--- src/rtl/divisor_pkg.sv ---
`default_nettype none
// ============================================================================
// Module      : divisor_pkg
// Description : Shared definitions for the sequential restoring divider:
//               default operand width, FSM state encoding and the quotient
//               returned on divide-by-zero.
// Options     : DIVISOR_SIGNED_EN (see divisor.sv)
// Revision    : 1.0  initial release
// ============================================================================
package divisor_pkg;

    // Default operand width for dividend, divisor, quotient and remainder
    localparam int DIV_N = 4;

    // State encoding, explicit 2-bit width
    localparam logic [1:0] ST_IDLE = 2'd0;
    localparam logic [1:0] ST_LOAD = 2'd1;
    localparam logic [1:0] ST_ITER = 2'd2;
    localparam logic [1:0] ST_DONE = 2'd3;

    typedef enum logic [1:0] {
        IDLE = ST_IDLE,
        LOAD = ST_LOAD,
        ITER = ST_ITER,
        DONE = ST_DONE
    } state_t;

    // Divide-by-zero quotient: all ones, sliced to the operand width by users
    localparam logic [31:0] DIV_DZ_QUOT = 32'hFFFF_FFFF;

endpackage : divisor_pkg
`default_nettype wire

--- src/rtl/divisor_paso_division.sv ---
`default_nettype none
// ============================================================================
// Module      : paso_division
// Description : One restoring-division step, purely combinational.
//               Shifts {A,Q} left by one, trial-subtracts M from the shifted
//               partial remainder and keeps or restores it, shifting the
//               resulting quotient bit into Q[0].
// Revision    : 1.0  initial release
// ============================================================================
module paso_division
    import divisor_pkg::*;
#(
    parameter int N = DIV_N
) (
    input  logic [N:0]   i_a,
    input  logic [N-1:0] i_q,
    input  logic [N-1:0] i_m,
    output logic [N:0]   o_a,
    output logic [N-1:0] o_q
);

    logic [N:0]   w_a_sh;
    logic [N+1:0] w_diff;
    logic         w_neg;

    // The partial remainder stays below M, so A[N] is zero on entry; the full
    // {A,Q[N-1]} is still fed to the subtractor so the borrow lands in the MSB.
    assign w_a_sh = {i_a[N-1:0], i_q[N-1]};
    assign w_diff = {i_a, i_q[N-1]} - {2'b00, i_m};
    assign w_neg  = w_diff[N+1];

    // Keep the difference when non-negative, otherwise restore the shifted value
    assign o_a = w_neg ? w_a_sh : w_diff[N:0];
    assign o_q = {i_q[N-2:0], ~w_neg};

endmodule : paso_division
`default_nettype wire

--- src/rtl/divisor.sv ---
`default_nettype none
// ============================================================================
// Module      : divisor
// Description : Sequential restoring divider with init/done handshake.
//               IDLE -> LOAD -> ITER (N cycles) -> DONE -> IDLE.
//               Divide-by-zero skips ITER and returns C=all ones, R=DV, dz=1.
// Options     : DIVISOR_SIGNED_EN - two's-complement operands, truncating
//               division (remainder takes the dividend's sign).
// Revision    : 1.0  initial release
// ============================================================================
module divisor
    import divisor_pkg::*;
#(
    parameter int N = DIV_N
) (
    input  logic         clk,
    input  logic         rst_n,
    input  logic         init,
    input  logic [N-1:0] DV,
    input  logic [N-1:0] DR,
    output logic         done,
    output logic         busy,
    output logic [N-1:0] C,
    output logic [N-1:0] R,
    output logic         dz
);

    localparam int CW = $clog2(N + 1);

    state_t         r_state;
    state_t         w_state_nxt;
    logic [N:0]     r_a;
    logic [N-1:0]   r_q;
    logic [N-1:0]   r_m;
    logic [CW-1:0]  r_cnt;

    logic [N:0]     w_a_step;
    logic [N-1:0]   w_q_step;
    logic [N-1:0]   w_dv_mag;
    logic [N-1:0]   w_dr_mag;
    logic [N-1:0]   w_c_final;
    logic [N-1:0]   w_r_final;
    logic           w_last;

    assign w_last = (r_cnt == CW'(1));

`ifdef DIVISOR_SIGNED_EN
    logic r_sign_q;
    logic r_sign_r;

    // Operands enter the iteration as magnitudes; -MIN still fits as unsigned
    assign w_dv_mag = DV[N-1] ? -DV : DV;
    assign w_dr_mag = DR[N-1] ? -DR : DR;

    // Sign correction folded into the DONE entry. MIN/-1 yields magnitude
    // 2^(N-1) with a positive sign, which reads back as MIN.
    assign w_c_final = r_sign_q ? -w_q_step : w_q_step;
    assign w_r_final = r_sign_r ? -w_a_step[N-1:0] : w_a_step[N-1:0];

    // Record the result signs at LOAD
    always_ff @(posedge clk or negedge rst_n) begin
        if (!rst_n) begin
            r_sign_q <= 1'b0;
            r_sign_r <= 1'b0;
        end else if (r_state == LOAD) begin
            r_sign_q <= DV[N-1] ^ DR[N-1];
            r_sign_r <= DV[N-1];
        end
    end
`else
    assign w_dv_mag  = DV;
    assign w_dr_mag  = DR;
    assign w_c_final = w_q_step;
    assign w_r_final = w_a_step[N-1:0];
`endif

    paso_division #(.N(N)) u_paso (
        .i_a (r_a),
        .i_q (r_q),
        .i_m (r_m),
        .o_a (w_a_step),
        .o_q (w_q_step)
    );

    // State register
    always_ff @(posedge clk or negedge rst_n) begin
        if (!rst_n) begin
            r_state <= IDLE;
        end else begin
            r_state <= w_state_nxt;
        end
    end

    // Next-state decode; init is only looked at in IDLE
    always_comb begin
        w_state_nxt = r_state;
        case (r_state)
            IDLE:    w_state_nxt = init ? LOAD : IDLE;
            LOAD:    w_state_nxt = (DR == '0) ? DONE : ITER;
            ITER:    w_state_nxt = w_last ? DONE : ITER;
            DONE:    w_state_nxt = IDLE;
            default: w_state_nxt = IDLE;
        endcase
    end

    assign done = (r_state == DONE);
    assign busy = (r_state != IDLE);

    // Datapath: operand capture, iteration and result registers
    always_ff @(posedge clk or negedge rst_n) begin
        if (!rst_n) begin
            r_a   <= '0;
            r_q   <= '0;
            r_m   <= '0;
            r_cnt <= '0;
            C     <= '0;
            R     <= '0;
            dz    <= 1'b0;
        end else begin
            case (r_state)
                LOAD: begin
                    r_a   <= '0;
                    r_q   <= w_dv_mag;
                    r_m   <= w_dr_mag;
                    r_cnt <= CW'(N);
                    if (DR == '0) begin
                        C  <= DIV_DZ_QUOT[N-1:0];
                        R  <= DV;
                        dz <= 1'b1;
                    end else begin
                        dz <= 1'b0;
                    end
                end
                ITER: begin
                    r_a   <= w_a_step;
                    r_q   <= w_q_step;
                    r_cnt <= r_cnt - CW'(1);
                    if (w_last) begin
                        C <= w_c_final;
                        R <= w_r_final;
                    end
                end
                default: begin
                end
            endcase
        end
    end

endmodule : divisor
`default_nettype wire

--- config.mk ---
export PLATFORM = sky130hd
export DESIGN_NAME = divisor
export DESIGN_NICKNAME = d
export VERILOG_FILES = /design/src/rtl/divisor_pkg.sv /design/src/rtl/divisor_paso_division.sv /design/src/rtl/divisor.sv
export SDC_FILE = /design/constraint.sdc
export NUM_CORES = 1
export LEC_CHECK = 0
export CORE_ASPECT_RATIO = 1.4
export CORE_MARGIN = 4
export CORE_UTILIZATION = 55
export DETAILED_ROUTE_END_ITERATION = 12
export PLACE_DENSITY = 0.88
export SETUP_SLACK_MARGIN = 0.02
export SLEW_MARGIN = 20
export SYNTH_ARGS = -nofsm -noshare
export SYNTH_HDL_FRONTEND = slang
export SYNTH_SLANG_ARGS = --single-unit
--- constraint.sdc ---
create_clock -name clk -period 4 [get_ports clk]
set_input_delay 0.8 -clock clk [delete_from_list [all_inputs] [get_ports clk]]
set_output_delay 0.8 -clock clk [all_outputs]
set_load 0.05 [all_outputs]
==> flow_summary.ini, run 1 <==
[clock_tree]
htree_num_levels = 1
cts_tree = built
cts_setup_buffers = 0
clk_path_buf_depth = 2
cts_hold_buffers = 0
cts_buffers = 3
clk_pin_slew_ns = 0.16
root_buffer = clkbuf_4
worstSkewPairLatency_ns = 0.34
cts_num_sinks = 27
cts-resized-gates = 0

[global_routing]
grtUsageTotal_pct = 18.8
grt_use_met1_pct = 23.8
top_usage_layer = met2
grt_pass1_wl_mm = 5.47
grt.overflow.total = 0
use_met2_pct = 31.9
antenna_found_initial = 0
grt_max_degree = 28
gr-usage-met3_pct = 2.91
grt_pass1_vias = 1263

[detailed_routing]
wl_mm = 3.12
detail-route-antenna-nets = 0
avgViaCountPerCell = 5.59
first_iter_violations = 33
drcViolationCount = 0
drtPass1Iterations = 4
wl_per_cell_um = 14.3
via_count = 1224

[setup_path]
critical_path_class = reg -> out
slowest_delay_ns = 0.79
crit_path_end_kind = primary output
timing.critical_path.from_type = register
crit_chain = inv_1, ha_1, inv_1, clkdlybuf4s50_1
crit_arrival_ns = 1.87
r2r_slack_ns = 1.68
required_ns = 3.20
critPathMaxFanout = 3
cpMostUsedCell = inv_1
timing.rr.start = r_state[0]
reg2reg_depth = 7
cpMaxStageDelayCell = clkdlybuf4s50_1
r2r_end = R[1]

[logic_synthesis]
synth_ff_type = dfrtp_1
ys_types = 40
syn_area_per_cell_um2 = 9.70
synth_edf_count = 0
ys_ff_latch = 27
synth.net_count = 187
synthCells = 164
syn_area_mm2 = 0.00159
ys_async_sr_fraction_pct = 100
seq_area_frac_synth_pct = 42.5
ys.warnings.count = 0

[floorplanning]
num_rows = 22
die-area_mm2 = 0.00383
fp.dieH_um = 71.6
pin_count = 22
die_w_um = 53.4
fp.coreArea_mm2 = 0.00270
start_util_pct = 59.0

[timing]
fin_crit_ns = 2.67
post-route-period-util_pct = 66.8
fmax_ghz = 0.374
rsz0062_at_grt = no
worst_slew_pin_slew_ns = 0.746
setup-tns-final_ns = 0
maxSlewViolCount = 0
hold_viol = 0
max_slew_margin_pct = 50.3
finalSetupViolations = 0
fin_skew_ns = 0.0142

[job]
cap_violations = 0

[cells_and_area]
drive_above_1_share_pct = 12.6
nets = 207
final_common_cell = dfrtp_1
final_cell_mix = dfrtp_1 (27), clkdlybuf4s50_1 (21), o21ai_0 (19), inv_1 (17), nand2_1 (16)
area_growth_pct = 16.4
antenna_cells = 0
stdcell_count = 219

[status]
status = finished, final reports clean

[place]
dp_hpwl_mm = 2.38
place_inst = 215
gp_congestion = 0.810
io_buffer_count = 21

[hold_path]
hold_class = reg -> reg
min-delay-start = R[2]
hold_path_depth = 2
holdPathEnd = R[2]
sequential cells by signal (all words and copies together), names as in the netlist:
| name | cells |
|---|---|
| C | 4 |
| R | 4 |
| dz | 1 |
| r_a | 5 |
| r_cnt | 3 |
| r_m | 4 |
| r_q | 4 |
| r_state | 2 |
metal layers:
metal  wire length (µm)  part of all wire, %  up-vias
met1               1340                   43      586
met4                 50                  1.6        0
met5                  0                    0        -
met2               1590                   51       33
li1                   -                    -      598
met3                150                  4.8        7
worst max-delay path: cells and delay by family (launching register included):
kind	cells	cell delay, ns
buffers and inverters	3	0.93
adders and majority gates	1	0.19
DFF	1	0.41
worst max-delay path by stage:
stage / startpoint / end / slack, ns
global route: r_state[0] / busy / 1.25
finish: r_state[1] / busy / 1.33
detailed placement: DR[1] / R[3] / 1.35
global placement: DR[1] / R[3] / 1.41
floorplan: r_a[0] / r_a[0] / 2.05
CTS: r_state[0] / busy / 1.32
logic make-up after synthesis:
family / Yosys count / share of synthesized area [%]
XOR/XNOR: 1 / 0.551
adder cells (fa/ha/maj): 12 / 9.91
AND/OR/NAND/NOR: 44 / 12.6
multiplexers: 9 / 6.77
flip-flops: 27 / 42.5
buffers and inverters: 24 / 5.98
AO/OA/AOI/OAI: 47 / 21.7
metrics by stage:
stage	cell area, µm²	utilization, %	setup WS [ns]	hold slack (ns)
floorplan	1590	-	2.05	0.449
global placement	1820	67.5	1.41	0.468
detailed placement	1820	67.5	1.35	0.477
CTS	1850	68.6	1.32	0.546
global route	1850	68.6	1.25	0.574
finish	1850	68.6	1.33	0.536
cell usage after synthesis, types with 2 or more instances:
library cell   n  area, µm²
dfrtp_1       27        676
o21ai_0       19       95.1
inv_1         17       63.8
nand2_1       16       60.1
nor2_1        12       45.0
ha_1          11        138
a21oi_2        6       52.6
a21oi_1        4       20.0
clkbuf_1       4       15.0
mux2i_1        4       40.0
nand3_1        4       20.0
mux2_4         3       45.0
nand2b_1       3       18.8
or3_1          3       18.8
a21o_1         2       15.0
a31oi_1        2       12.5
mux2_2         2       22.5
nor2b_1        2       12.5
o21a_1         2       15.0
cell type report:
cell class	instances	area, µm²
Clock inverter	1	7.51
Fill cell	241	846
Clock buffer	3	22.5
Tap cell	36	45.0
Inverter	17	63.8
Sequential cell	27	676
Multi-Input combinational cell	113	820
Timing Repair Buffer	22	218
Power of run 1 is left out: the tool's default activity adds up to more than one toggle a clock period on the data nets, which glitch-free logic cannot reach.
==> run 2, diff against run 1 <==
- CORE_UTILIZATION: 55 -> 54
- PLACE_DENSITY: 0.88 -> 0.87
- clock period: 4 -> 2.6 ns (I/O delays scaled with it)
==> flow_summary.ini, run 2 (synthesis results as in run 1) <==
[setup_path]
critical_path_class = reg -> out
crit_path_end_kind = primary output
crit_arrival_ns = 1.80
cpMostUsedCell = inv_1
critPathMaxFanout = 3
timing.critical_path.from_type = register
required_ns = 2.08
crit_family = buffers and inverters
crit_buf_inv = 3
r2r_slack_ns = 0.53
cpMaxStageDelayCell = clkdlybuf4s50_1
slowest_delay_ns = 0.79
crit_chain = inv_1, ha_1, inv_1, clkdlybuf4s50_1

[detailed_routing]
wl_mm = 3.19
via_count = 1237
drcViolationCount = 0
detail-route-antenna-nets = 0
avgViaCountPerCell = 5.55
wl_per_cell_um = 14.3
drtPass1Iterations = 4
first_iter_violations = 33

[place]
gp_congestion = 0.782
place_inst = 219
dp_hpwl_mm = 2.41
place_ws_ns = 0.163
io_buffer_count = 21

[timing]
worst_slew_pin_slew_ns = 0.516
maxSlewViolCount = 0
fmax_ghz = 0.431
rsz0062_at_grt = no
setup_slack_ns = 0.280
post-route-period-util_pct = 89.2
max_slew_margin_pct = 65.6
fin_skew_ns = 0.00583
setup-tns-final_ns = 0
fin_crit_ns = 2.32
hold_viol = 0
finalSetupViolations = 0

[cells_and_area]
multiInputGateArea_um2 = 820
post-route-util_pct = 66.4
area_growth_pct = 19.0
regArea_um2 = 676
final.fill_count = 224
final_common_cell = dfrtp_1
nets = 210
stdcell_count = 223
drive_above_1_share_pct = 14.0
regMostFlops = r_a
largest_register_ff_count = 5
antenna_cells = 0
final_cell_mix = dfrtp_1 (27), clkdlybuf4s50_1 (21), o21ai_0 (19), inv_1 (17), nand2_1 (16)

[clock_tree]
root_buffer = clkbuf_8
cts_buffers = 3
clk_path_buf_depth = 2
htree_num_levels = 1
worstSkewPairLatency_ns = 0.27
cts_tree = built
cts_hold_buffers = 0
cts-resized-gates = 0
cts_num_sinks = 27
cts_setup_buffers = 0
clk_pin_slew_ns = 0.09

[global_routing]
grt_max_degree = 28
grtUsageTotal_pct = 19.4
grt_pass1_wl_mm = 5.65
grt_pass1_vias = 1273
grt.overflow.total = 0
antenna_found_initial = 0

[floorplanning]
die-area_mm2 = 0.00389
start_util_pct = 55.8
fp.dieH_um = 72.2
die_w_um = 53.9
fp.coreArea_mm2 = 0.00285
pin_count = 22
num_rows = 23

[status]
status = finished, final reports clean

[hold_path]
hold_class = reg -> reg

[job]
cap_violations = 0
## run 2: final cells by class
class | instances | area share [%]
Clock buffer | 3 | 2.18
Clock inverter | 1 | 0.265
Inverter | 17 | 3.37
Multi-Input combinational cell | 113 | 43.3
Timing Repair Buffer | 25 | 12.7
Sequential cell | 27 | 35.7
Tap cell | 37 | 2.45
## run 2: worst paths after layout
check / from / depth (start not counted) / to
max: r_state[0] / 4 / busy
min: R[3] / 1 / R[3]
max reg2reg: r_a[0] / 6 / r_a[2]
min reg2reg: R[3] / 1 / R[3]
max in group asynchronous: rst_n / 2 / r_m[2]
min in group asynchronous: rst_n / 2 / R[0]
## run 2: metal layers
layer  share of wire [%]  vias to the layer above  track usage, %
met3                 4.1                        4            2.67
met1                  42                      597            23.5
li1                    -                      604               -
met5                   0                        -               0
met2                  52                       32            34.5
met4                 1.0                        0            5.97
## run 2: metrics by stage
stage / cell area (µm²) / hold slack [ns]
3_3_place_gp: 1850 / 0.469
6_report: 1890 / 0.515
3_5_place_dp: 1850 / 0.496
2_1_floorplan: 1590 / 0.224
4_1_cts: 1890 / 0.512
5_1_grt: 1890 / 0.540
Power of run 2 is left out for the same reason.
==> run 3, diff against run 2 <==
- SLEW_MARGIN: 20 -> 30
==> results of run 3 <==
No change in the layout: final DEF, timing and power equal those of run 2.
Power of run 3 is left out for the same reason.
